==> src/rtl/load_store_unit.sv <==
// Load/store unit: turns CPU byte-addressed LB/LH/LW/LBU/LHU/SB/SH/SW requests into word accesses on a single-ported data memory.
// Latency: loads and SW respond 2 cycles after accept, SB/SH (read-modify-write) 3 cycles, rejected requests 1 cycle.
// Backpressure: req_ready is high only in IDLE; one request is in flight at a time and the response pulse cannot be stalled.
//
// Ports:
//   clock, reset                    single clock, synchronous active-high reset
//   req_valid/req_ready             request handshake
//   req_write, funct3, byte_addr,   request fields (store vs load, RISC-V width/sign code,
//   store_data                      byte address, store operand)
//   resp_valid, load_data,          one-cycle completion pulse, extended load result,
//   access_err                      rejection flag (meaningful only with resp_valid)
//   memRead, memWrite, address,     data-memory port; readData is combinational,
//   writeData, readData             memory writes on the rising edge
//
// Optional feature: define LSU_MISALIGN_CHECK_EN to reject misaligned halfword/word
// accesses with access_err; when undefined, misaligned offsets are truncated.

module load_store_unit #(
  parameter int DATA_WIDTH = 32,
  parameter int ADDR_WIDTH = 6
) (
  input  logic                  clock,
  input  logic                  reset,
  // CPU request
  input  logic                  req_valid,
  output logic                  req_ready,
  input  logic                  req_write,
  input  logic [2:0]            funct3,
  input  logic [ADDR_WIDTH+1:0] byte_addr,
  input  logic [DATA_WIDTH-1:0] store_data,
  // CPU response
  output logic                  resp_valid,
  output logic [DATA_WIDTH-1:0] load_data,
  output logic                  access_err,
  // Data memory
  output logic                  memRead,
  output logic                  memWrite,
  output logic [ADDR_WIDTH-1:0] address,
  output logic [DATA_WIDTH-1:0] writeData,
  input  logic [DATA_WIDTH-1:0] readData
);

  typedef enum logic [1:0] {
    IDLE  = 2'd0,
    READ  = 2'd1,
    WRITE = 2'd2,
    RESP  = 2'd3
  } lsuState_t;

  localparam logic [2:0] F3_B  = 3'b000;
  localparam logic [2:0] F3_H  = 3'b001;
  localparam logic [2:0] F3_W  = 3'b010;
  localparam logic [2:0] F3_BU = 3'b100;
  localparam logic [2:0] F3_HU = 3'b101;

  lsuState_t             stateReg;
  lsuState_t             stateNext;

  // Request fields captured on acceptance; the memory port is driven only from these.
  logic [ADDR_WIDTH-1:0] addrReg;
  logic [1:0]            offsetReg;
  logic [2:0]            funct3Reg;
  logic                  writeReg;
  logic                  errReg;
  // Holds store_data from accept; for SB/SH it is overwritten with the merged word at the end of READ.
  logic [DATA_WIDTH-1:0] writeDataReg;
  logic [DATA_WIDTH-1:0] loadDataReg;

  logic                  accept;
  logic                  codeBad;
  logic                  misaligned;
  logic                  reqErr;

  // Select the addressed byte/halfword of a memory word and extend it to DATA_WIDTH.
  function automatic logic [DATA_WIDTH-1:0] extractLoad(
    input logic [DATA_WIDTH-1:0] word,
    input logic [2:0]            code,
    input logic [1:0]            off
  );
    logic [7:0]            laneB;
    logic [15:0]           laneH;
    logic [DATA_WIDTH-1:0] res;
    laneB = word[{off, 3'b000} +: 8];
    // Halfword lane uses only off[1]; a set off[0] is truncated when alignment is not enforced.
    laneH = word[{off[1], 4'b0000} +: 16];
    case (code)
      F3_B:    res = {{(DATA_WIDTH-8){laneB[7]}}, laneB};
      F3_H:    res = {{(DATA_WIDTH-16){laneH[15]}}, laneH};
      F3_BU:   res = {{(DATA_WIDTH-8){1'b0}}, laneB};
      F3_HU:   res = {{(DATA_WIDTH-16){1'b0}}, laneH};
      default: res = word;
    endcase
    return res;
  endfunction

  // Replace only the addressed byte/halfword lanes of the word read from memory.
  function automatic logic [DATA_WIDTH-1:0] mergeStore(
    input logic [DATA_WIDTH-1:0] word,
    input logic [DATA_WIDTH-1:0] data,
    input logic [2:0]            code,
    input logic [1:0]            off
  );
    logic [DATA_WIDTH-1:0] res;
    res = word;
    if (code == F3_B) begin
      res[{off, 3'b000} +: 8] = data[7:0];
    end else begin
      res[{off[1], 4'b0000} +: 16] = data[15:0];
    end
    return res;
  endfunction

  // Request classification, evaluated on the live request so a rejection costs no memory cycle.
  always_comb begin
    codeBad    = 1'b0;
    misaligned = 1'b0;
    if (req_write) begin
      codeBad = !(funct3 == F3_B || funct3 == F3_H || funct3 == F3_W);
    end else begin
      codeBad = !(funct3 == F3_B || funct3 == F3_H || funct3 == F3_W ||
                  funct3 == F3_BU || funct3 == F3_HU);
    end
`ifdef LSU_MISALIGN_CHECK_EN
    // funct3[1:0]==01 covers LH/LHU/SH; 010 covers LW/SW.
    if (funct3[1:0] == 2'b01 && byte_addr[0]) begin
      misaligned = 1'b1;
    end
    if (funct3 == F3_W && byte_addr[1:0] != 2'b00) begin
      misaligned = 1'b1;
    end
`endif
    reqErr = codeBad || misaligned;
  end

  assign accept = req_valid && req_ready;

  // Next-state logic
  always_comb begin
    stateNext = stateReg;
    case (stateReg)
      IDLE: begin
        if (accept) begin
          if (reqErr) begin
            stateNext = RESP;
          end else if (req_write && funct3 == F3_W) begin
            stateNext = WRITE;
          end else begin
            stateNext = READ;
          end
        end
      end
      READ:    stateNext = writeReg ? WRITE : RESP;
      WRITE:   stateNext = RESP;
      RESP:    stateNext = IDLE;
      default: stateNext = IDLE;
    endcase
  end

  always_ff @(posedge clock) begin
    if (reset) begin
      stateReg     <= IDLE;
      addrReg      <= '0;
      offsetReg    <= '0;
      funct3Reg    <= '0;
      writeReg     <= 1'b0;
      errReg       <= 1'b0;
      writeDataReg <= '0;
      loadDataReg  <= '0;
    end else begin
      stateReg <= stateNext;
      if (accept) begin
        addrReg      <= byte_addr[ADDR_WIDTH+1:2];
        offsetReg    <= byte_addr[1:0];
        funct3Reg    <= funct3;
        writeReg     <= req_write;
        errReg       <= reqErr;
        writeDataReg <= store_data;
      end
      if (stateReg == READ && writeReg) begin
        writeDataReg <= mergeStore(readData, writeDataReg, funct3Reg, offsetReg);
      end
      // load_data changes only when a response is about to be presented:
      // the extracted value for loads, zero for stores and rejections.
      if (stateNext == RESP) begin
        if (stateReg == READ && !writeReg) begin
          loadDataReg <= extractLoad(readData, funct3Reg, offsetReg);
        end else begin
          loadDataReg <= '0;
        end
      end
    end
  end

  // Outputs are gated by reset so they read as zero during the reset cycle itself,
  // before the synchronous reset has taken effect on the registers. The memWrite
  // gate in particular suppresses the write at the edge where reset is sampled.
  assign req_ready  = (stateReg == IDLE)  && !reset;
  assign memRead    = (stateReg == READ)  && !reset;
  assign memWrite   = (stateReg == WRITE) && !reset;
  assign resp_valid = (stateReg == RESP)  && !reset;
  assign access_err = (stateReg == RESP)  && errReg && !reset;
  assign address    = reset ? '0 : addrReg;
  assign writeData  = reset ? '0 : writeDataReg;
  assign load_data  = reset ? '0 : loadDataReg;

endmodule
==> config.mk <==
export PLATFORM = sky130hd
export DESIGN_NAME = load_store_unit
export DESIGN_NICKNAME = d
export VERILOG_FILES = /design/src/rtl/load_store_unit.sv
export SDC_FILE = /design/constraint.sdc
export NUM_CORES = 1
export LEC_CHECK = 0
export CORE_ASPECT_RATIO = 0.75
export CORE_UTILIZATION = 25
export DETAILED_ROUTE_END_ITERATION = 8
export HOLD_SLACK_MARGIN = 0.05
export PLACE_DENSITY_LB_ADDON = 0.25
export RECOVER_POWER = 100
export SYNTH_ARGS = -nofsm -noshare
export SYNTH_HDL_FRONTEND = slang
export SYNTH_SLANG_ARGS = --single-unit
export TNS_END_PERCENT = 20
==> constraint.sdc <==
create_clock -name clock -period 4.7 [get_ports clock]
set_input_delay 0.705 -clock clock [delete_from_list [all_inputs] [get_ports clock]]
set_output_delay 0.705 -clock clock [all_outputs]
set_load 0.1 [all_outputs]
Word level (Yosys, flattened, before mapping)
Index checks and enable logic that the tools add are counted.
- mux-type cells: 16
- add/sub/neg operators: 2
- shifts and indexed selects: 6
- reductions and logical operators: 22
- eq/ne operators: 11
- operators with widths (cell ; number):
    two-way mux 32 bit ; 6
    case mux 32 bit (4 select lines) ; 1
    bitwise mux 32 bit ; 2
    variable shift 16 x 7 -> 32 bit, first input constant ; 1
    variable shift 8 x 7 -> 32 bit, first input constant ; 1
    indexed part select 16 x 7 -> 32 bit ; 1
    indexed part select 32 x 6 -> 16 bit ; 1
    indexed part select 32 x 6 -> 8 bit ; 1
    indexed part select 8 x 7 -> 32 bit ; 1
    negator 5 -> 7 bit ; 2
    equality test 3 bit, second input constant ; 4
    logical AND 1 bit ; 10
    case mux 2 bit (4 select lines) ; 1
    equality test 2 bit, second input constant ; 3
    equality test 3 x 1 -> 1 bit, second input constant ; 2
    zero test 3 bit ; 2
    two-way mux 2 bit ; 3
    two-way mux 6 bit ; 1
    zero test 1 bit ; 4
    logical OR 1 bit ; 4
    equality test 3 x 2 -> 1 bit, second input constant ; 1
    equality test 2 x 1 -> 1 bit, second input constant ; 1
    zero test 2 bit ; 1
    two-way mux 1 bit ; 2
    nonzero test 2 bit ; 1
- input bits: 79
- word-level logic and storage cells: 65
- output and inout port bits: 75
- register bits: 79

Logic depth before layout (Yosys ltp)
- word-level depth: 11
- depth in mapped cells: 8
- mapped depth without buffers: 6

Worst setup path after synthesis
OpenSTA, ideal clock, no wires.
- path kind: input-to-output
- start: input reset
- end: output access_err
- data arrival time: 3.372 ns
- setup slack: 0.623 ns
- stages: 4
- data required time: 3.995 ns
- buffers on the path: 2
- path through: clkbuf_1 -> clkbuf_1 -> nor2b_1 -> and2_1
- cells in the longest elaborated chain, start to end: 2
- ends and longest elaborated chain (what ; RTL line ; source):
    start: declaration ; 23 ; input logic reset,
    zero test 1 bit ; 201 ; assign access_err = (stateReg == RESP) && errReg && !reset;
    logical AND 1 bit ; 201 ;
    end: declaration ; 34 ; output logic access_err,
Every way passes these cells.

Worst setup path in the final report
- start: input reset
- end: output load_data[25]
- cells in the longest elaborated chain, start to end: 1
- ends and longest elaborated chain (what ; RTL line ; source):
    two-way mux 32 bit ; 204 ; assign load_data = reset ? '0 : loadDataReg;
    end: declaration ; 33 ; output logic [DATA_WIDTH-1:0] load_data,
Every way passes these cells.

==> run summary <==
Clk buf depth: 2
H-tree Lvls: 3
Yosys warns: 0
Share of power burned in the clock network: 25.8%
Final Hold Vio Count: 0
Post-layout min period: 3.83 ns
Switch Pwr: 0.00125 W
Final Max Slew Viols: 0
Net Sw Frac: 42.6%
Row Count: 44
Mapped Cells: 561
CP max FO: 98
Final Cycle Share: 81.5%
Via count: 4728
Mean post-synth cell area: 8.88 um^2
Hold-fix buffers, CTS: 0
Post-Route WL: 18300 um
HP Class: reg2reg
RSZ-0062 raised after global routing: false
CTS-repair resized insts: 0
Most frequent cells in the layout: nor2b_1, dfxtp_1, clkdlybuf4s50_1, nand2_1, dlygate4sd3_1
Non-filler instance count after layout: 941
Critical path required time: 3.99 ns
CP arrival: 3.12 ns
Final net count: 772
Global route overflow: 0
Crit Path Category: in2out
Logic pwr share: 44.3%
Tot Pwr: 0.00293 W
Vias/cell: 5.02
Total CTS buffers: 9
Post-CTS setup buffers: 0
Final HPWL DP: 13600 um
Area of the core: 0.0194 mm^2
Max transition margin: 22.0%
Buf/Inv on CP: 3
Final worst setup slack: 0.872 ns
Die height: 124 um
I/O pins: 154
Root Buffer: clkbuf_16
Initial DRT Pass Iterations: 5
Worst-path clk slew: 0.06 ns
Power Dens Cells: 426 mW/mm^2
Synth unique cells: 62
Critical-path cell list: buf_4 > clkbuf_1 > nor2b_1 > dlygate4sd3_1
Seq/Total Area, Yosys: 31.7%
Number of flops mapped to enable cells by yosys: 0
Vias in the first global route: 4635
Die ar.: 0.0205 mm^2
# port buffers: 153
Initial antenna violation count: 1
All-Layer GR Usage: 18.0%
Reg power frac: 29.9%
DP Worst Slack: 1.12 ns
Clk Latency, worst-skew pair: 0.34 ns
Routability cong.: 0.855
Routed Antenna Nets: 0
Hold_ws: 0.485 ns
Initial Util: 25.6%
Fraction of registers with async set/reset: 0%
Synth Flop Type: dfxtp_1
Die X: 165 um
Area grow syn2layout: 37.8%
Pleak: 2.89 nW
WL/cell: 19.4 um
Final Skew: 0.00687 ns
Seq cells post-synth: 79
Finish-stage setup viols: 0
Num Clock Sinks: 79
Most common cell after layout, fill and taps aside: nor2b_1
Crit-path max cell delay: 0.97 ns
Slowest cell on crit path: dlygate4sd3_1
First-pass GRT wire length: 27600 um
Total of max-cap violations: 0
Pint: 0.00168 W
Iteration-0 DRC Markers: 314
Placed cells: 925
FMAX: 0.261 GHz
CP delay by family, top: buffers and inverters
Setup tns final: 0 ns
Pin count of the biggest net entering global routing: 99
Startpoint Class: primary input
Slew @ Worst Pin: 1.18 ns
CP endpoint kind: output pin
Mapped Nets: 650
Synth Cell Area: 0.00498 mm^2
Fraction of layout cells with a size suffix above 1: 10.0%
Inserted Diodes: 0
DRC viols: 0
Peak supply drop: 0.000174 V
Outcome: complete, no violations
CTS tree: built
worst paths after layout:
check / from / end / slack [ns] / depth (start not counted)
min reg2reg: errReg$_SDFFE_PP0P_ / errReg$_SDFFE_PP0P_ / 0.49 / 2
max: reset / load_data[25] / 0.87 / 4
min: errReg$_SDFFE_PP0P_ / errReg$_SDFFE_PP0P_ / 0.49 / 2
max reg2reg: offsetReg[1]$_SDFFE_PP0P_ / writeDataReg[21]$_SDFFE_PP0P_ / 1.66 / 7
cell usage after synthesis, types with 7 or more instances:
cell      instances  share of area [%]
inv_1            15                1.1
a22o_1            7                1.2
nor2b_1          83                 10
nand3b_1          7                1.1
ha_1             10                2.5
dfxtp_1          79                 32
mux2_2           27                6.1
nand2_1          64                4.8
a32o_1            8                1.6
a311oi_1         16                2.8
mux2_4           10                3.0
nor2_1           20                1.5
nand2b_1         11                1.4
clkbuf_1         36                2.7
a221o_1           8                1.6
mux2i_1          14                2.8
a21oi_1           7               0.70
a211o_1          11                1.9
a22oi_1           8                1.2
a211oi_1          9                1.4
a221oi_1         21                3.7
sequential cells by signal, summed over array words and instances, names as in the netlist:
name          count
loadDataReg      32
writeDataReg     32
addrReg           6
funct3Reg         3
offsetReg         2
stateReg          2
errReg            1
writeReg          1
stage by stage:
stage                     utilization (%)  instance area, um^2
after detailed placement             34.2                 6640
after global routing                 35.3                 6870
after floorplan                         -                 4980
after CTS                            35.8                 6960
after global placement               34.2                 6640
final                                35.3                 6870
layer usage:
layer | GRT usage (%) | vias up | part of all wire [%] | routed length, um
met5 | 0 | - | 0 | 0
met4 | 5.67 | 0 | 2.2 | 394
met3 | 3.90 | 27 | 6.5 | 1180
met2 | 27.2 | 173 | 43 | 7930
met1 | 25.2 | 2220 | 48 | 8750
li1 | - | 2308 | - | -
tightest hold or removal path, cell delays in order (launching register included):
cell and delay, ns:
dfxtp_1 0.32, nand3b_1 0.08, o31ai_1 0.06
layout make-up:
cell class / instances / area, um^2
clock buffers: 9 / 225
clock inverters: 7 / 97.6
fillers: 2012 / 12600
inverters: 16 / 60.1
multi-input cells: 415 / 3060
flip-flops and latches: 79 / 1580
well taps: 253 / 317
repair buffers: 162 / 1520
power by group through the flow:
stage                     Sequential (W)  Combinational [W]  Clock (W)
after floorplan                 0.000832            0.00104          0
after global placement          0.000888            0.00132          0
after detailed placement        0.000889            0.00134          0
after CTS                       0.000874            0.00135   0.000780
after global routing            0.000891            0.00139   0.000810
final                           0.000875            0.00130   0.000757
logic make-up (layout without fill, tap and decap cells):
family                     after synthesis  count (layout)  synth area share (%)
AOI/OAI and AO/OA                      140             140                  24.0
muxes                                   53              53                  12.8
adders and majority gates               10              10                  2.51
DFF                                     79              79                  31.7
and+or+nand+nor                        212             212                  23.0
buffers and inverters                   67             194                  5.85
(Power assumes the default switching activity.)
